===== config.mk =====
export PLATFORM = sky130hd
export DESIGN_NAME = fifo_param_sync
export DESIGN_NICKNAME = d
export VERILOG_FILES = /design/src/rtl/fifo_param_sync.sv
export SDC_FILE = /design/constraint.sdc
export NUM_CORES = 1
export LEC_CHECK = 0
export ABC_AREA = 1
export BUFFER_PORTS_ARGS = -buffer_cell sky130_fd_sc_hd__buf_2
export CAP_MARGIN = 20
export CELL_PAD_IN_SITES_DETAIL_PLACEMENT = 0
export CELL_PAD_IN_SITES_GLOBAL_PLACEMENT = 1
export CORE_ASPECT_RATIO = 1.5
export CORE_MARGIN = 3
export CORE_UTILIZATION = 30
export CTS_BUF_LIST = sky130_fd_sc_hd__clkbuf_8
export DETAILED_ROUTE_END_ITERATION = 12
export PLACE_DENSITY_LB_ADDON = 0.1
export SLEW_MARGIN = 20
export SYNTH_ARGS = -nofsm -noshare
export SYNTH_HDL_FRONTEND = slang
export SYNTH_SLANG_ARGS = --single-unit

===== constraint.sdc =====
create_clock -name clock_i -period 2.3 [get_ports clock_i]
set_input_delay 0 -clock clock_i [delete_from_list [all_inputs] [get_ports clock_i]]
set_output_delay 0 -clock clock_i [all_outputs]
set_load 0.01 [all_outputs]

===== src/rtl/fifo_param_sync.sv =====
// Parametrised single-clock FIFO with occupancy count, programmable threshold
// flags, sticky overflow/underflow errors and a synchronous flush.
module fifo_param_sync #(
    parameter int WIDTH     = 8,
    parameter int DEPTH     = 32,
    parameter int AE_THRESH = 4,
    parameter int AF_THRESH = 28
) (
    input  logic                       clock_i,
    input  logic                       reset_i,
    input  logic                       clear_i,
    input  logic                       write_i,
    input  logic                       read_i,
    input  logic [WIDTH-1:0]           data_in_i,
    output logic [WIDTH-1:0]           data_out_o,
    output logic                       f_full_o,
    output logic                       f_empty_o,
    output logic                       almost_full_o,
    output logic                       almost_empty_o,
    output logic [$clog2(DEPTH+1)-1:0] usedw_o,
    output logic                       overflow_o,
    output logic                       underflow_o
);

    localparam int PW = $clog2(DEPTH);
    localparam int CW = $clog2(DEPTH+1);

    typedef enum logic [1:0] {
        ST_EMPTY = 2'd0,
        ST_OTHER = 2'd1,
        ST_FULL  = 2'd2
    } state_t;

    state_t           state_q, state_d;
    logic [PW-1:0]    wr_ptr_q, wr_ptr_d;
    logic [PW-1:0]    rd_ptr_q, rd_ptr_d;
    logic [CW-1:0]    usedw_q, usedw_d;
    logic [WIDTH-1:0] data_out_q, data_out_d;
    logic             ovf_q, ovf_d;
    logic             unf_q, unf_d;
    logic [WIDTH-1:0] mem_q [DEPTH];
    logic             rd_acc, wr_acc, mem_we;

    function automatic logic [PW-1:0] ptr_inc(input logic [PW-1:0] p);
        return (p == PW'(DEPTH-1)) ? '0 : p + PW'(1);
    endfunction

    always_comb begin
        state_d    = state_q;
        wr_ptr_d   = wr_ptr_q;
        rd_ptr_d   = rd_ptr_q;
        usedw_d    = usedw_q;
        data_out_d = data_out_q;
        ovf_d      = ovf_q;
        unf_d      = unf_q;
        mem_we     = 1'b0;
        rd_acc     = read_i && (state_q != ST_EMPTY);
        // A full FIFO still takes a write when a read frees a slot on the same edge.
        wr_acc     = write_i && ((state_q != ST_FULL) || rd_acc);

        if (clear_i) begin
            state_d  = ST_EMPTY;
            wr_ptr_d = '0;
            rd_ptr_d = '0;
            usedw_d  = '0;
            ovf_d    = 1'b0;
            unf_d    = 1'b0;
        end else begin
            if (read_i && !rd_acc)  unf_d = 1'b1;
            if (write_i && !wr_acc) ovf_d = 1'b1;
            if (rd_acc) begin
                data_out_d = mem_q[rd_ptr_q];
                rd_ptr_d   = ptr_inc(rd_ptr_q);
            end
            if (wr_acc) begin
                mem_we   = 1'b1;
                wr_ptr_d = ptr_inc(wr_ptr_q);
            end
            case ({wr_acc, rd_acc})
                2'b10:   usedw_d = usedw_q + CW'(1);
                2'b01:   usedw_d = usedw_q - CW'(1);
                default: usedw_d = usedw_q;
            endcase
            case (state_q)
                ST_EMPTY: if (wr_acc && !rd_acc) state_d = ST_OTHER;
                ST_OTHER: begin
                    if (rd_acc && !wr_acc && usedw_q == CW'(1))
                        state_d = ST_EMPTY;
                    else if (wr_acc && !rd_acc && usedw_q == CW'(DEPTH-1))
                        state_d = ST_FULL;
                end
                ST_FULL:  if (rd_acc && !wr_acc) state_d = ST_OTHER;
                default:  state_d = ST_EMPTY;
            endcase
        end
    end

    always_ff @(posedge clock_i) begin
        if (reset_i) begin
            state_q    <= ST_EMPTY;
            wr_ptr_q   <= '0;
            rd_ptr_q   <= '0;
            usedw_q    <= '0;
            data_out_q <= '0;
            ovf_q      <= 1'b0;
            unf_q      <= 1'b0;
        end else begin
            state_q    <= state_d;
            wr_ptr_q   <= wr_ptr_d;
            rd_ptr_q   <= rd_ptr_d;
            usedw_q    <= usedw_d;
            data_out_q <= data_out_d;
            ovf_q      <= ovf_d;
            unf_q      <= unf_d;
        end
    end

    // Storage needs no reset; contents are only observable after a write.
    always_ff @(posedge clock_i) begin
        if (!reset_i && mem_we) mem_q[wr_ptr_q] <= data_in_i;
    end

    assign data_out_o     = data_out_q;
    assign usedw_o        = usedw_q;
    assign f_empty_o      = (state_q == ST_EMPTY);
    assign f_full_o       = (state_q == ST_FULL);
    assign almost_empty_o = (usedw_q <= CW'(AE_THRESH));
    assign almost_full_o  = (usedw_q >= CW'(AF_THRESH));
    assign overflow_o     = ovf_q;
    assign underflow_o    = unf_q;

endmodule


# After elaboration in Yosys (flattened, before gate mapping)
# Memories as Yosys holds them, arrays and structs flattened. A register that Yosys moved wholly into a read port is not among the register bits.
# Cells that the tools add are included.
# op_classes
n_mul	0
bitwise_logic	1
n_reduce_logical	19
order_cmp	2
n_shift	0
n_eq_ne	12
n_mux	12
addsub	4
div	0
# ops
cell	n
one-hot mux 6 bit (2 select lines)	1
adder 5 x 1 -> 5 bit (second input constant)	2
equality test 5 bit (second input constant)	2
two-way mux 5 bit	2
logical AND 1 bit	9
two-way mux 2 bit	4
adder 6 x 1 -> 6 bit (second input constant)	1
equality test 6 x 1 -> 1 bit (second input constant)	1
equality test 6 x 5 -> 1 bit (second input constant)	1
>= comparator 6 x 5 -> 1 bit (second input constant)	1
<= comparator 6 x 3 -> 1 bit (second input constant)	1
one-hot mux 2 bit (3 select lines)	1
subtractor 6 x 1 -> 6 bit (second input constant)	1
equality test 2 x 1 -> 1 bit (second input constant)	2
equality test 2 bit (second input constant)	2
two-way mux 1 bit	4
inequality test 2 x 1 -> 1 bit (second input constant)	2
nonzero test 2 bit	2
logical NOT 1 bit	3
inequality test 3 bit (second input constant)	1
AND reduction 3 bit	1
logical NOT 2 bit	1
inequality test 2 bit (second input constant)	1
AND reduction 2 bit	1
other kinds (3)	3
# totals
memories	1
output_inout_bits	20
romBits	0
latch_bits	0
reg_bits	20
input_bits	13
ram_bits	256
# mem_list
name	words	width	read_ports	rd_clocked_by_memory_dff	wr	line	text
mem_q	32	8	1	1	1	41	logic [WIDTH-1:0] mem_q [DEPTH];

# Longest topological paths before layout
# depth
ltp_word	9
ltp_mapped	12
mapped_depth_nobuf	11

# Worst setup path before layout
# No wires, ideal clock.
# synth_path
kind	flip-flop to flip-flop
from	register state_q[0]
to	memory mem_q[0][0], enable pin
stages_incl_launch_ff	7
n_path_buf	0
setup_slack_ps	535
t_required_ps	1930
setup_time_ps	370
synth_period_minus_slack_ps	1765
arrival_ps	1395
path_cell_list	dfxtp_1 > nor2_2 > nand2_2 > nand2_4 > nor2_1 > nand2_1 > nor2_1
# synth_between
elab_chain_len	9
word_cells_on_any_way	10
classes_between	1 x eq/ne; 4 x mux; 5 x reduce/logical
# synth_lines
item	line	text
start, declared	34	state_t state_q, state_d;
start signal, assigned	108	state_q <= state_d;
nonzero test 2 bit	57	rd_acc = read_i && (state_q != ST_EMPTY);
logical AND 1 bit	57	
logical OR 1 bit (*)	59	wr_acc = write_i && ((state_q != ST_FULL) || rd_acc);
logical AND 1 bit (*)	59	
two-way mux 1 bit (*)	75	if (wr_acc) begin
two-way mux 1 bit (*)	61	if (clear_i) begin
logical AND 1 bit (*)	120	if (!reset_i && mem_we) mem_q[wr_ptr_q] <= data_in_i;
two-way mux 1 bit (*)	120	
two-way mux 1 bit (not written as such) (*)	120	
end, declared	41	
# Mark *: on every way between the ends. The rest lies on a longest branch, timed or not.

# Worst setup path after layout
# layout_path
from	register state_q[0]
to	memory mem_q[23][5], enable pin
# The elaborated chain is that of the path after synthesis.

==> run metrics <==
I/O Buffers 32; clk root buf clkbuf_8; H-tree Lvls 2; # nets final 1245; Antenna Cells 0; hold path startpoint data_in_i[6]; # Post-CTS Setup Buffers 0; RSZ-0062 raised after global routing no; initial core utilization 0.3047; first-pass GRT wire length 53.41 mm; Finished Core Util 0.3585; Post-Place Cell Area 13070 µm²; Die ar. 42640 µm²; worst min-delay path class input pin to flop; min Tclk post-route 1.979 ns; core area 39530 µm²; FP Rows 89; Hold Path Sink mem_q[26][6]$_DFFE_PP_; Hold Path Cell Cnt 1; clock latency on the worst-skew pair 0.59 ns; Worst Setup Start Kind flop; status finished, final reports clean; Lkg Pwr 5.361 nW; final hold vios 0; total clock sinks 284; Worst slew margin 0.3800; worst reg2reg setup slack 0.32 ns; synth warn 0; GRT Util Overall 0.1692; ANT nets after route 0; Avg Cell Area, Syn 10.69 µm²; largest net degree at the start of global routing 76; # setup viols final 0; DP HPWL 23.02 mm; Slew @ Worst Pin 0.9300 ns; Comb power frac 0.038; Seq/Total Area, Yosys 0.6848; period utilization 0.8604; register area 8253 µm²; CP Capture Type flop; Simple-Gate Fraction of Synth Area 0.2264; initial drt markers 472; most common cell after layout, fill and taps aside nand2_1; clock power share 0.439; share of cells above drive strength 1 0.1489; mux share of post-synthesis cell area 0; vias in the first global route 8353; # IOs 33; final RePlAce weighted congestion 0.8004; largest family of logic cells by synthesized area simple AND/OR/NAND/NOR gates; total CTS buffers 49; total internal power 8.350 mW; skew final 0.01757 ns; Via density 4.643; FMAX 505.3 MHz; Synth Net Count 1150; DRT Pass-1 Iters 5; Fillers 4017; Pins Over Slew Limit 0; adder-cell share of the synthesized area 0.01039; final WL 35.90 mm; initial antenna violation count 0; Setup Crit Path Kind flop to flop; #FFs+latches synth 284; CTS tree yes; Sw Ratio 0.2281; aggregate global routing overflow 0; cell count after synthesis 1127; buffers from clock root to sink, at most 3; r2r worst-path depth 7; max_cap viols 0; PD cells 763.3 nW/µm²; setup tns final 0 ns; Peak supply drop 0.3706 mV; Synth Area in XOR/XNOR 0.002909; vias 8185; most frequent cells in the layout nand2_1, edfxtp_1, nand3_1; final instance area 14170 µm²; clk slew on worst S/H paths 0.06 ns; Synth Area in Compound Gates 0.02608; die height 251.4 µm; Critical Path AT 2.27 ns; sequential share of power 0.523; Sw Pwr 2.468 mW; synth unique cells 32; worst r2r src state_q[0]$_SDFFE_PP0P_; Layout area overhead 17.68%; multi-input logic area 3201 µm²; cell area after synthesis 12040 µm²; WL per Instance 20.36 µm; WP data required 2.60 ns; Worst Path Max Fanout 7; Die Span X 169.6 µm; # DRC 0; worst r2r dst mem_q[23][5]$_DFFE_PP_
## critical path: stages, from the launching register on
cell     delay [ns]
dfxtp_1        0.43
nor2_2         0.10
nand2_2        0.08
nand2_4        0.08
nor2_1         0.16
nand2_1        0.28
nor2_1         0.34
buf_4          0.21
## final cells by class
type                    count  area share
clock buffers              53     0.05147
clock inverters            39     0.02066
inverters                  83     0.02233
multi-input cells         707      0.2258
flip-flops and latches    284      0.5823
well taps                 500     0.04414
repair buffers             97     0.05332
## per-stage QoR
stage               setup slack, ns  cells  power, mW  hold slack, ns
global route                 0.1387   1763      11.26          0.1010
CTS                          0.3003   1763      11.03         0.07423
floorplan                    0.5346   1127      5.947         0.09887
detailed placement           0.3213   1663      6.185          0.2814
finish                       0.3211   1763      10.82          0.1009
global placement             0.3271   1663      6.186          0.2829
## flip-flops by register name, indices dropped and copies added, names as in the netlist
| signal | flops |
|---|---|
| data_out_o | 8 |
| mem_q | 256 |
| overflow_o | 1 |
| rd_ptr_q | 5 |
| state_q | 2 |
| underflow_o | 1 |
| usedw_o | 6 |
| wr_ptr_q | 5 |
## worst max-delay path by stage
| stage | startpoint | to | depth (start not counted) |
|---|---|---|---|
| 2_1_floorplan | state_q[0]$_SDFFE_PP0P_ | mem_q[0][0]$_DFFE_PP_ | 6 |
| 3_3_place_gp | state_q[0]$_SDFFE_PP0P_ | mem_q[15][5]$_DFFE_PP_ | 8 |
| 3_5_place_dp | reset_i | mem_q[21][3]$_DFFE_PP_ | 8 |
| 4_1_cts | state_q[0]$_SDFFE_PP0P_ | mem_q[3][1]$_DFFE_PP_ | 8 |
| 5_1_grt | state_q[0]$_SDFFE_PP0P_ | mem_q[15][7]$_DFFE_PP_ | 8 |
| 6_report | state_q[0]$_SDFFE_PP0P_ | mem_q[23][5]$_DFFE_PP_ | 7 |
## power by group through the flow
| stage | logic [mW] | registers, mW | clock network (mW) |
|---|---|---|---|
| after floorplan | 0.184 | 5.76 | 0 |
| after global placement | 0.421 | 5.76 | 0 |
| after detailed placement | 0.420 | 5.76 | 0 |
| after CTS | 0.432 | 5.66 | 4.94 |
| after global routing | 0.462 | 5.65 | 5.14 |
| final | 0.415 | 5.66 | 4.75 |
## timing repair
item                                   4_1_cts  5_1_grt
endpoints found under the hold margin       65        0
hold buffers                                 8        0
resized for setup                            0        0
## routing by layer
layer | vias to the layer above | track usage | part of all wire
met5 | - | 0 | 0
met4 | 0 | 0.06408 | 0.035
met3 | 69 | 0.02407 | 0.028
met2 | 145 | 0.3001 | 0.52
met1 | 3942 | 0.2073 | 0.42
li1 | 4029 | - | -
## kinds of logic (layout without fill, tap and decap cells)
| logic type | after synthesis | in the layout |
|---|---|---|
| buffers and inverters | 136 | 272 |
| adders and majority gates | 10 | 10 |
| DFF | 284 | 284 |
| and+or+nand+nor | 638 | 638 |
| xor gates and xnor gates | 4 | 4 |
| AOI/OAI and AO/OA | 55 | 55 |
## synthesized netlist by cell type (all sizes together)
library cell,instances,area share
dfxtp,28,0.047
o21ai,11,0.0049
clkbuf,9,0.0028
a21oi,31,0.013
o31ai,1,0.00062
nor3,6,0.0029
buf,44,0.021
a211oi,1,0.0010
xor2,4,0.0029
nor2,72,0.024
o22ai,1,0.00052
nand3,189,0.079
o21bai,1,0.00062
a31oi,1,0.00052
o211ai,8,0.0050
ha,10,0.010
clkinv,1,0.00031
nand4,10,0.0052
edfxtp,256,0.64
inv,82,0.026
nand2,361,0.12
Note: power is estimated with default switching activity, not from simulation.
